## src/rtl/core_pkg.sv

```systemverilog
// core_pkg: opcodes, funct3 codes, FSM state and access-size helper shared by the memory stage.
package core_pkg;
   localparam logic [6:0] OP_LOAD  = 7'b0000011;
   localparam logic [6:0] OP_STORE = 7'b0100011;
   localparam logic [2:0] F3_B  = 3'b000;
   localparam logic [2:0] F3_H  = 3'b001;
   localparam logic [2:0] F3_BU = 3'b100;
   localparam logic [2:0] F3_HU = 3'b101;
   typedef enum logic {IDLE, WAIT} state_t;
   typedef enum logic [1:0] {SZ_B, SZ_H, SZ_W} size_t;
   // Any funct3 outside the byte/half codes degrades to a word access.
   function automatic size_t access_size(input logic is_load, input logic [2:0] f3);
      return (f3 == F3_B || (is_load && f3 == F3_BU)) ? SZ_B :
             (f3 == F3_H || (is_load && f3 == F3_HU)) ? SZ_H : SZ_W;
   endfunction
endpackage

```

## src/rtl/core_mem_stage_if.sv

```systemverilog
// core_mem_stage_if: data-memory request/response bus between the memory stage and dmem.
interface core_mem_stage_if #(parameter int XLEN = 32);
   logic            o_dmem_req;
   logic            o_dmem_we;
   logic [XLEN-1:0] o_dmem_addr;
   logic [XLEN-1:0] o_dmem_wdata;
   logic [3:0]      o_dmem_be;
   logic            i_dmem_gnt;
   logic            i_dmem_rvalid;
   logic [XLEN-1:0] i_dmem_rdata;
   modport master (
      output o_dmem_req, o_dmem_we, o_dmem_addr, o_dmem_wdata, o_dmem_be,
      input  i_dmem_gnt, i_dmem_rvalid, i_dmem_rdata
   );
   modport slave (
      input  o_dmem_req, o_dmem_we, o_dmem_addr, o_dmem_wdata, o_dmem_be,
      output i_dmem_gnt, i_dmem_rvalid, i_dmem_rdata
   );
endinterface

```

## src/rtl/load_align.sv

```systemverilog
// load_align: picks the addressed byte/half/word out of a read word and sign- or zero-extends it.
module load_align import core_pkg::*; #(
   parameter int XLEN = 32
) (
   input  logic [XLEN-1:0] rdata,
   input  logic [1:0]      addr_lo,
   input  logic [2:0]      funct3,
   output logic [XLEN-1:0] data
);
   logic [XLEN-1:0] sh;
   always_comb begin
      sh = rdata >> {addr_lo, 3'b000};
      data = funct3 == F3_B  ? {{(XLEN-8){sh[7]}}, sh[7:0]} :
             funct3 == F3_H  ? {{(XLEN-16){sh[15]}}, sh[15:0]} :
             funct3 == F3_BU ? {{(XLEN-8){1'b0}}, sh[7:0]} :
             funct3 == F3_HU ? {{(XLEN-16){1'b0}}, sh[15:0]} : rdata;
   end
endmodule

```

## src/rtl/core_mem_stage.sv

```systemverilog
// core_mem_stage: issues loads/stores to dmem, stalls on outstanding loads and registers the writeback.
module core_mem_stage import core_pkg::*; #(
   parameter int XLEN = 32
) (
   input  logic                i_clk,
   input  logic                i_rst_n,
   input  logic                i_valid,
   input  logic [6:0]          i_opcode,
   input  logic [2:0]          i_funct3,
   input  logic [4:0]          i_rd,
   input  logic                i_reg_write,
   input  logic [XLEN-1:0]     i_alu_result,
   input  logic [XLEN-1:0]     i_store_data,
   core_mem_stage_if.master    dmem,
   output logic                o_stall,
   output logic                o_misaligned,
   output logic                o_wb_valid,
   output logic [4:0]          o_wb_rd,
   output logic                o_wb_reg_write,
   output logic [XLEN-1:0]     o_wb_data
);
   state_t          state;
   logic [4:0]      ld_rd;
   logic            ld_reg_write;
   logic [2:0]      ld_f3;
   logic [1:0]      ld_off;
   logic [XLEN-1:0] ld_data;
   logic            is_load, is_store, is_mem, misaligned, issue;
   logic [1:0]      off;
   size_t           size;
   always_comb begin
      is_load    = i_opcode == OP_LOAD;
      is_store   = i_opcode == OP_STORE;
      is_mem     = is_load || is_store;
      size       = access_size(is_load, i_funct3);
      off        = i_alu_result[1:0];
      misaligned = (size == SZ_H && off[0]) || (size == SZ_W && off != 2'b00);
      issue      = i_rst_n && state == IDLE && i_valid && is_mem && !misaligned;
      dmem.o_dmem_req   = issue;
      dmem.o_dmem_we    = issue && is_store;
      dmem.o_dmem_addr  = {i_alu_result[XLEN-1:2], 2'b00};
      dmem.o_dmem_be    = !is_store ? 4'b1111 :
                          size == SZ_B ? 4'b0001 << off :
                          size == SZ_H ? 4'b0011 << off : 4'b1111;
      dmem.o_dmem_wdata = size == SZ_B ? {(XLEN/8){i_store_data[7:0]}} :
                          size == SZ_H ? {(XLEN/16){i_store_data[15:0]}} : i_store_data;
      // A load stalls through its grant; a store only until granted.
      o_stall = i_rst_n && (state == WAIT ? !dmem.i_dmem_rvalid :
                            issue && (is_load || !dmem.i_dmem_gnt));
   end
   load_align #(.XLEN(XLEN)) u_load_align (
      .rdata   (dmem.i_dmem_rdata),
      .addr_lo (ld_off),
      .funct3  (ld_f3),
      .data    (ld_data)
   );
   always_ff @(posedge i_clk or negedge i_rst_n) begin
      if (!i_rst_n) begin
         state          <= IDLE;
         o_wb_valid     <= 1'b0;
         o_wb_rd        <= '0;
         o_wb_reg_write <= 1'b0;
         o_wb_data      <= '0;
         o_misaligned   <= 1'b0;
         ld_rd          <= '0;
         ld_reg_write   <= 1'b0;
         ld_f3          <= '0;
         ld_off         <= '0;
      end else begin
         o_wb_valid   <= 1'b0;
         o_misaligned <= 1'b0;
         if (state == WAIT) begin
            if (dmem.i_dmem_rvalid) begin
               state          <= IDLE;
               o_wb_valid     <= 1'b1;
               o_wb_rd        <= ld_rd;
               o_wb_reg_write <= ld_reg_write;
               o_wb_data      <= ld_data;
            end
         end else if (i_valid && (!issue || dmem.i_dmem_gnt)) begin
            if (issue && is_load) begin
               state        <= WAIT;
               ld_rd        <= i_rd;
               ld_reg_write <= i_reg_write;
               ld_f3        <= i_funct3;
               ld_off       <= off;
            end else begin
               o_wb_valid     <= 1'b1;
               o_wb_rd        <= i_rd;
               o_wb_reg_write <= i_reg_write && !is_mem;
               o_wb_data      <= i_alu_result;
               o_misaligned   <= is_mem && misaligned;
            end
         end
      end
   end
endmodule

```

## src/flat_wrapper.sv

```systemverilog
// flat-port wrapper written by rule: the top's interface ports become plain ports
module core_mem_stage_flat import core_pkg::*;
#(
   parameter int XLEN = 32
)
  (i_clk, i_rst_n, i_valid, i_opcode, i_funct3, i_rd, i_reg_write, i_alu_result, i_store_data, o_stall, o_misaligned, o_wb_valid, o_wb_rd, o_wb_reg_write, o_wb_data, dmem_o_dmem_req, dmem_o_dmem_we, dmem_o_dmem_addr, dmem_o_dmem_wdata, dmem_o_dmem_be, dmem_i_dmem_gnt, dmem_i_dmem_rvalid, dmem_i_dmem_rdata);
  core_mem_stage_if #(.XLEN(XLEN)) dmem_i ();
  input  logic i_clk;
  input  logic i_rst_n;
  input  logic i_valid;
  input  logic [6:0] i_opcode;
  input  logic [2:0] i_funct3;
  input  logic [4:0] i_rd;
  input  logic i_reg_write;
  input  logic [XLEN-1:0] i_alu_result;
  input  logic [XLEN-1:0] i_store_data;
  output logic o_stall;
  output logic o_misaligned;
  output logic o_wb_valid;
  output logic [4:0] o_wb_rd;
  output logic o_wb_reg_write;
  output logic [XLEN-1:0] o_wb_data;
  output wire logic [$bits(dmem_i.o_dmem_req)-1:0] dmem_o_dmem_req;
  output wire logic [$bits(dmem_i.o_dmem_we)-1:0] dmem_o_dmem_we;
  output wire logic [$bits(dmem_i.o_dmem_addr)-1:0] dmem_o_dmem_addr;
  output wire logic [$bits(dmem_i.o_dmem_wdata)-1:0] dmem_o_dmem_wdata;
  output wire logic [$bits(dmem_i.o_dmem_be)-1:0] dmem_o_dmem_be;
  input wire logic [$bits(dmem_i.i_dmem_gnt)-1:0] dmem_i_dmem_gnt;
  input wire logic [$bits(dmem_i.i_dmem_rvalid)-1:0] dmem_i_dmem_rvalid;
  input wire logic [$bits(dmem_i.i_dmem_rdata)-1:0] dmem_i_dmem_rdata;
  assign dmem_o_dmem_req = dmem_i.o_dmem_req;
  assign dmem_o_dmem_we = dmem_i.o_dmem_we;
  assign dmem_o_dmem_addr = dmem_i.o_dmem_addr;
  assign dmem_o_dmem_wdata = dmem_i.o_dmem_wdata;
  assign dmem_o_dmem_be = dmem_i.o_dmem_be;
  assign dmem_i.i_dmem_gnt = dmem_i_dmem_gnt;
  assign dmem_i.i_dmem_rvalid = dmem_i_dmem_rvalid;
  assign dmem_i.i_dmem_rdata = dmem_i_dmem_rdata;
  core_mem_stage #(.XLEN(XLEN)) u_core (.i_clk(i_clk), .i_rst_n(i_rst_n), .i_valid(i_valid), .i_opcode(i_opcode), .i_funct3(i_funct3), .i_rd(i_rd), .i_reg_write(i_reg_write), .i_alu_result(i_alu_result), .i_store_data(i_store_data), .dmem(dmem_i), .o_stall(o_stall), .o_misaligned(o_misaligned), .o_wb_valid(o_wb_valid), .o_wb_rd(o_wb_rd), .o_wb_reg_write(o_wb_reg_write), .o_wb_data(o_wb_data));
endmodule
```

## config.mk

```make
export PLATFORM = sky130hd
export DESIGN_NAME = core_mem_stage_flat
export DESIGN_NICKNAME = d
export VERILOG_FILES = /design/src/rtl/core_pkg.sv /design/src/rtl/core_mem_stage_if.sv /design/src/rtl/load_align.sv /design/src/rtl/core_mem_stage.sv /design/src/flat_wrapper.sv
export SDC_FILE = /design/constraint.sdc
export NUM_CORES = 1
export LEC_CHECK = 0
export CAP_MARGIN = 20
export CELL_PAD_IN_SITES_DETAIL_PLACEMENT = 1
export CELL_PAD_IN_SITES_GLOBAL_PLACEMENT = 2
export CORE_MARGIN = 5
export CORE_UTILIZATION = 18
export DETAILED_ROUTE_END_ITERATION = 10
export GPL_ROUTABILITY_DRIVEN = 0
export PLACE_DENSITY = 0.85
export SLEW_MARGIN = 20
export SYNTH_ARGS = -nofsm -noshare
export SYNTH_HDL_FRONTEND = slang
export SYNTH_SLANG_ARGS = --single-unit
```

## constraint.sdc

```tcl
create_clock -name i_clk -period 1.9 [get_ports i_clk]
set_clock_uncertainty 0.05 [all_clocks]
set_input_delay 0.38 -clock i_clk [delete_from_list [all_inputs] [get_ports i_clk]]
set_output_delay 0.38 -clock i_clk [all_outputs]
set_load 0.05 [all_outputs]
```

* After elaboration in Yosys (flattened, before gate mapping) *
Index checks and enable logic that the tools add are counted.

storage, ports and cells
  flip-flop bits (word level) = 52
  memories kept = 0
  RAM bits = 0
  bits in latches = 0
  memory bits (read-only) = 0
  output and inout port bits = 111

operators by class
  $add $sub $neg = 0
  bitwise logic cells = 1
  reductions and logical operators = 33
  $lt $le $gt $ge = 0
  multipliers = 0
  divide/modulo/power cells = 0
  shift-type cells = 3
  equality and inequality tests = 12
  multiplexer cells = 35

operator list
  kind                                                 count
  2-to-1 mux 32 bit                                    10
  right shift 32 x 5 -> 16 bit                         1
  2-to-1 mux 5 bit                                     4
  2-to-1 mux 1 bit                                     16
  logical AND 1 bit                                    15
  equality test 3 bit, second input constant           4
  2-to-1 mux 4 bit                                     3
  equality test 7 x 2 -> 1 bit, second input constant  1
  equality test 7 x 6 -> 1 bit, second input constant  1
  equality test 3 x 1 -> 1 bit, second input constant  2
  logical NOT 3 bit                                    2
  logical OR 1 bit                                     6
  AND reduction 3 bit                                  2
  logical NOT 1 bit                                    5
  2-to-1 mux 2 bit                                     2
  nonzero test 2 bit                                   2
  << shifter 1 x 2 -> 4 bit, first input constant      1
  << shifter 2 x 2 -> 4 bit, first input constant      1
  equality test 2 x 1 -> 1 bit, second input constant  1
  equality test 2 bit, second input constant           1
  logical NOT 2 bit                                    1
  != test 2 x 1 -> 1 bit, second input constant        1
  != test 2 bit, second input constant                 1
  inverter 1 bit                                       1

* Longest topological paths before layout *
  word-level depth = 15
  mapped depth = 8

* Cells and area by module *
A second synthesis with hierarchy kept.

second synthesis, totals
  cells, all modules = 582
  area total of the unflattened synthesis = 5,111.2 um^2

by module, submodules not included
  module          area each (um^2)  sequential area each (um^2)  times used  cells an instance
  core_mem_stage  4,230.3           1,301.2                      1           452
  load_align      880.8             0.0                          1           130

* Least setup slack after synthesis *
Ideal clock, no wire load.

  path type = in2out
  start point = in i_opcode[3]
  end point = out o_stall
  setup slack = -1,966 ps
  stages on the path = 5
  data required time = 1,470 ps
  path buffers = 0
  arrival time = 3,436 ps
  path through = nor2_1 nand3_1 nor4_1 nand2_1 a21oi_1

between the ends
  word-level cells in the longest chain between the ends = 13
  elaborated cells between the ends (all ways) = 21

RTL lines
  element                                                              line                  RTL
  start: declaration                                                   flat_wrapper.sv:11    input logic [6:0] i_opcode;
  equality test 7 x 2 -> 1 bit                                         core_mem_stage.sv:32  is_load = i_opcode == OP_LOAD;
  logical AND 1 bit                                                    core_pkg.sv:14        (f3 == F3_H || (is_load && f3 == F3_HU)) ? SZ_H : SZ_W;
  logical OR 1 bit                                                     core_pkg.sv:14
  2-to-1 mux 2 bit                                                     core_pkg.sv:14
  2-to-1 mux 2 bit                                                     core_pkg.sv:13        return (f3 == F3_B || (is_load && f3 == F3_BU)) ? SZ_B :
  equality test 2 x 1 -> 1 bit or equality test 2 bit (tied branches)  core_mem_stage.sv:37  misaligned = (size == SZ_H && off[0]) || (size == SZ_W && off != 2'b00);
  logical AND 1 bit                                                    core_mem_stage.sv:37
  logical OR 1 bit                                                     core_mem_stage.sv:37
  logical NOT 1 bit                                                    core_mem_stage.sv:38  issue = i_rst_n && state == IDLE && i_valid && is_mem && !misaligned;
  logical AND 1 bit (*)                                                core_mem_stage.sv:38
  net dmem_o_dmem_req                                                  flat_wrapper.sv:23    output wire logic [$bits(dmem_i.o_dmem_req)-1:0] dmem_o_dmem_req;
  logical AND 1 bit (*)                                                core_mem_stage.sv:49  issue && (is_load || !dmem.i_dmem_gnt));
  2-to-1 mux 1 bit (*)                                                 core_mem_stage.sv:48  o_stall = i_rst_n && (state == WAIT ? !dmem.i_dmem_rvalid :
  logical AND 1 bit (*)                                                core_mem_stage.sv:48
  end: declaration                                                     flat_wrapper.sv:17    output logic o_stall;

Mark *: on every way through the listed nets, which the timed path passes. The rest lies on a longest branch.

* Worst setup path in the final report *
  start point = in i_opcode[0]
  end point = out dmem_o_dmem_wdata[10]

between the ends
  word-level cells in the longest chain between the ends = 7
  elaborated cells between the ends (all ways) = 9

RTL lines
  element                           line                  RTL
  equality test 7 x 2 -> 1 bit (*)  core_mem_stage.sv:32
  logical AND 1 bit                 core_pkg.sv:14
  logical OR 1 bit                  core_pkg.sv:14
  2-to-1 mux 2 bit                  core_pkg.sv:14
  2-to-1 mux 2 bit (*)              core_pkg.sv:13
  logical NOT 2 bit (*)             core_mem_stage.sv:45  dmem.o_dmem_wdata = size == SZ_B ? {(XLEN/8){i_store_data[7:0]}} :
  2-to-1 mux 32 bit (*)             core_mem_stage.sv:45
  end: declaration                  flat_wrapper.sv:26    output wire logic [$bits(dmem_i.o_dmem_wdata)-1:0] dmem_o_dmem_wdata;

Every way passes the cells marked *; elsewhere a longest branch is shown, timed or not.

==> results_dict.tcl <==
set metrics [dict create \
    p_sw_frac 0.3856 \
    pwr_density_cell_mw_per_mm2 519.9 \
    cts_made_buffers 5 \
    min_path_type "primary input to async pin" \
    crit_type "primary input to output pin" \
    setup_ws_ns -0.2629 \
    ys_seq_area_frac 0.3403 \
    start_kind "primary input" \
    diodes 0 \
    antenna_found_initial 0 \
    setup_viol 69 \
    n_fill_cell 2323 \
    reg2reg_depth 9 \
    synth_edf_count 0 \
    grt_use_met3 0.04244 \
    clock.fmax_mhz 462.4 \
    worst_slew_pin_slew_ns 0.7146 \
    postCtsHoldBufs 0 \
    hold_viol_final 0 \
    cp.depth 8 \
    cp_num_buf_inv 3 \
    grt_pass1_wl_mm 28.17 \
    ys_warn_count 0 \
    post_drt_wl_per_cell_um 19.08 \
    die-area_mm2 0.02426 \
    grt_pass1_vias 4808 \
    clock_path_buffers 2 \
    worst_path_max_delay_cell "mux2_4" \
    critical_path.cell_chain "buf_6, and2_4, nand4_1, a21o_4, nor2_4, buf_12, mux2_4, buf_8" \
    grt_setup_unrepaired "yes" \
    ys_seq_elements 52 \
    netlist_area_mm2 0.003824 \
    cts-htree-levels 2 \
    die_x_um 155.8 \
    maxSlewHeadroom 0.5236 \
    synthCells 446 \
    grt_max_degree 53 \
    max_stage_delay_ns 0.32 \
    area_delta_synth_final_pct 116.9 \
    status "finished, violations left" \
    cts_root_buf "clkbuf_16" \
    cp_max_fo 8 \
    dpl.hpwl_mm 14.07 \
    cp.required_ns 1.47 \
    cts_tree "yes" \
    vias 4334 \
    cp-end-kind "output pin" \
    violations "negative setup slack" \
    slew_violations 0 \
    ant_nets 0 \
    die_h_um 155.8 \
    synthFlopType "dfrtp_1" \
    ios 228 \
    async_flop_share 1.000 \
    viasPerCell 4.413 \
    p_int_mw 2.649 \
    groute.usage.overall 0.1476 \
    power_leakage_nw 3.583 \
    syn_area_per_cell_um2 8.573 \
    nets 827 \
    p_clk_frac 0.231 \
    maxCapViolations 0 \
    drtPass1Iterations 4 \
    period_share 1.138 \
    start_util 0.1825 \
    drc 0 \
    wirelength_mm 18.74 \
    period_needed_ns 2.163 \
    grt-ovfl-total 0 \
    grtUsageMet1 0.1717 \
    grtUsageMet2 0.2746 \
    clkLatencyLatePin_ns 0.30 \
    busiest_layer "met2" \
    drtIter0Drc 92 \
    drive_above_1_share 0.4922 \
    core_region_area_mm2 0.02096 \
    cp.arrival_ns 1.73 \
    final_util 0.3957 \
    cts.clk_slew.worst_paths_ns 0.08 \
    num_rows 53 \
    ir_drop_mv 0.3294 \
    switching_power_mw 1.663 \
    synthDistinctLibCells 46 \
    cpLargestDelayFamily "simple AND/OR/NAND/NOR gates" \
    portBuffers 225 \
    timing.hold.ws_ns 0.3455 \
    power_frac_comb 0.477 \
    p_seq_frac 0.293 \
    clock-sinks 52 \
]
==> worst min-delay path, delay by kind of cell <==
kind	cells	cell delay (ns)
buf+inv	3	0.82
==> stage by stage <==
stage               area (um^2)  std cells  TNS [ns]  power (mW)  setup WS [ns]
floorplan                  4071        447    -2.353       2.211        -0.5743
global placement           7228        949    -43.31       3.083        -0.7441
detailed placement         7228        949    -45.96       3.110        -0.7856
CTS                        8089        980    -9.381       4.314        -0.2825
global route               8293        982    -16.75       4.494        -0.3319
finish                     8293        982    -11.59       4.312        -0.2629
==> cells in the final DEF (no fill, tap or decap), types with 3 or more instances in the layout <==
master	n
and3_1	17
a22oi_1	4
buf_6	33
a2bb2oi_1	5
a21oi_1	25
dfrtp_1	51
o22ai_1	8
clkbuf_16	7
buf_8	7
o21ai_0	21
a31oi_1	18
mux2i_1	20
ha_1	3
buf_16	4
mux2_4	14
nor2_4	23
nand3b_1	3
o21ai_1	8
buf_12	68
nand2b_1	3
nand2_2	13
nor2b_1	9
nand2_4	7
mux2i_2	3
buf_4	99
o21ai_2	11
clkdlybuf4s15_2	3
inv_1	7
nand2_1	33
o211ai_1	3
clkdlybuf4s50_1	101
nor2_1	8
mux2_2	15
o21ai_4	8
==> cell families (layout without fill, tap and decap cells) <==
group | Yosys count | after routing | share of synthesized area
other | 1 | 2 | 0.0009807
multiplexers | 53 | 53 | 0.1525
buffers and inverters | 81 | 341 | 0.1260
adder cells (fa/ha/maj) | 4 | 4 | 0.01309
flip-flops | 52 | 52 | 0.3403
AO/OA/AOI/OAI | 125 | 125 | 0.2026
AND/OR/NAND/NOR | 130 | 130 | 0.1646
==> state kept, by name, summed over array words and instances (netlist names) <==
name                   flops
u_core.o_misaligned        1
u_core.o_wb_data          32
u_core.ld_reg_write        1
u_core.o_wb_rd             5
u_core.ld_rd               5
u_core.state               1
u_core.ld_f3               3
u_core.o_wb_reg_write      1
u_core.o_wb_valid          1
u_core.ld_off              2
==> path summary, 6_finish.rpt <==
path	startpoint	to	slack [ns]
worst max-delay path	i_opcode[0]	dmem_o_dmem_wdata[10]	-0.26
worst min register to register	u_core.o_wb_data[11]	u_core.o_wb_data[11]	0.44
max in group asynchronous	i_rst_n	u_core.o_wb_data[19]	0.97
min in group i_clk	u_core.o_wb_data[11]	u_core.o_wb_data[11]	0.44
worst max register to register	u_core.state	u_core.o_wb_data[22]	-0.20
worst min-delay path	i_rst_n	u_core.o_misaligned	0.35
==> layout make-up <==
type,count,area (um^2),area share
timing repair buffer,323,3834,0.4623
multi-input combinational,314,2616,0.3155
sequential,52,1303,0.1571
tap,275,344.1,0.04149
clock buffer,5,125.1,0.01509
inverter,10,42.54,0.005130
clock inverter,3,28.78,0.003470
==> metal layers <==
metal / vias up / part of all wire
met1: 2089 / 0.40
li1: 2064 / -
met4: 0 / 0.0067
met5: - / 0
met2: 172 / 0.51
met3: 9 / 0.078
==> synth_stat cells (all sizes together), types with 3 or more instances <==
| cell | instances | area [um^2] |
|---|---|---|
| mux2i | 23 | 234.0 |
| clkbuf | 14 | 52.55 |
| nand2 | 53 | 198.9 |
| nor2 | 32 | 127.6 |
| o211ai | 3 | 22.52 |
| a21oi | 28 | 143.9 |
| nand3b | 3 | 22.52 |
| mux2 | 29 | 326.6 |
| nor2b | 9 | 56.30 |
| and3 | 18 | 112.6 |
| dfrtp | 52 | 1301 |
| o22ai | 8 | 50.05 |
| a2bb2oi | 5 | 43.79 |
| buf | 57 | 391.6 |
| nand2b | 3 | 18.77 |
| o21ai | 48 | 240.2 |
| a22oi | 4 | 30.03 |
| inv | 10 | 37.53 |
| ha | 4 | 50.05 |
| a31oi | 21 | 131.4 |
==> power by group through the flow <==
stage                     combinational, mW  clock [mW]  sequential, mW
after floorplan                       0.698           0            1.51
after global placement                 1.84           0            1.25
after detailed placement               1.86           0            1.25
after CTS                              2.03        1.04            1.25
after global routing                   2.15        1.07            1.27
final                                  2.05       0.996            1.26
==> what timing repair did <==
action	in CTS	in global routing
cloned	7	3
pin swaps	28	18
setup buffers	18	9
resized for setup	161	57
endpoints found under the setup margin	81	75
Power figures use the tool's default switching activity.
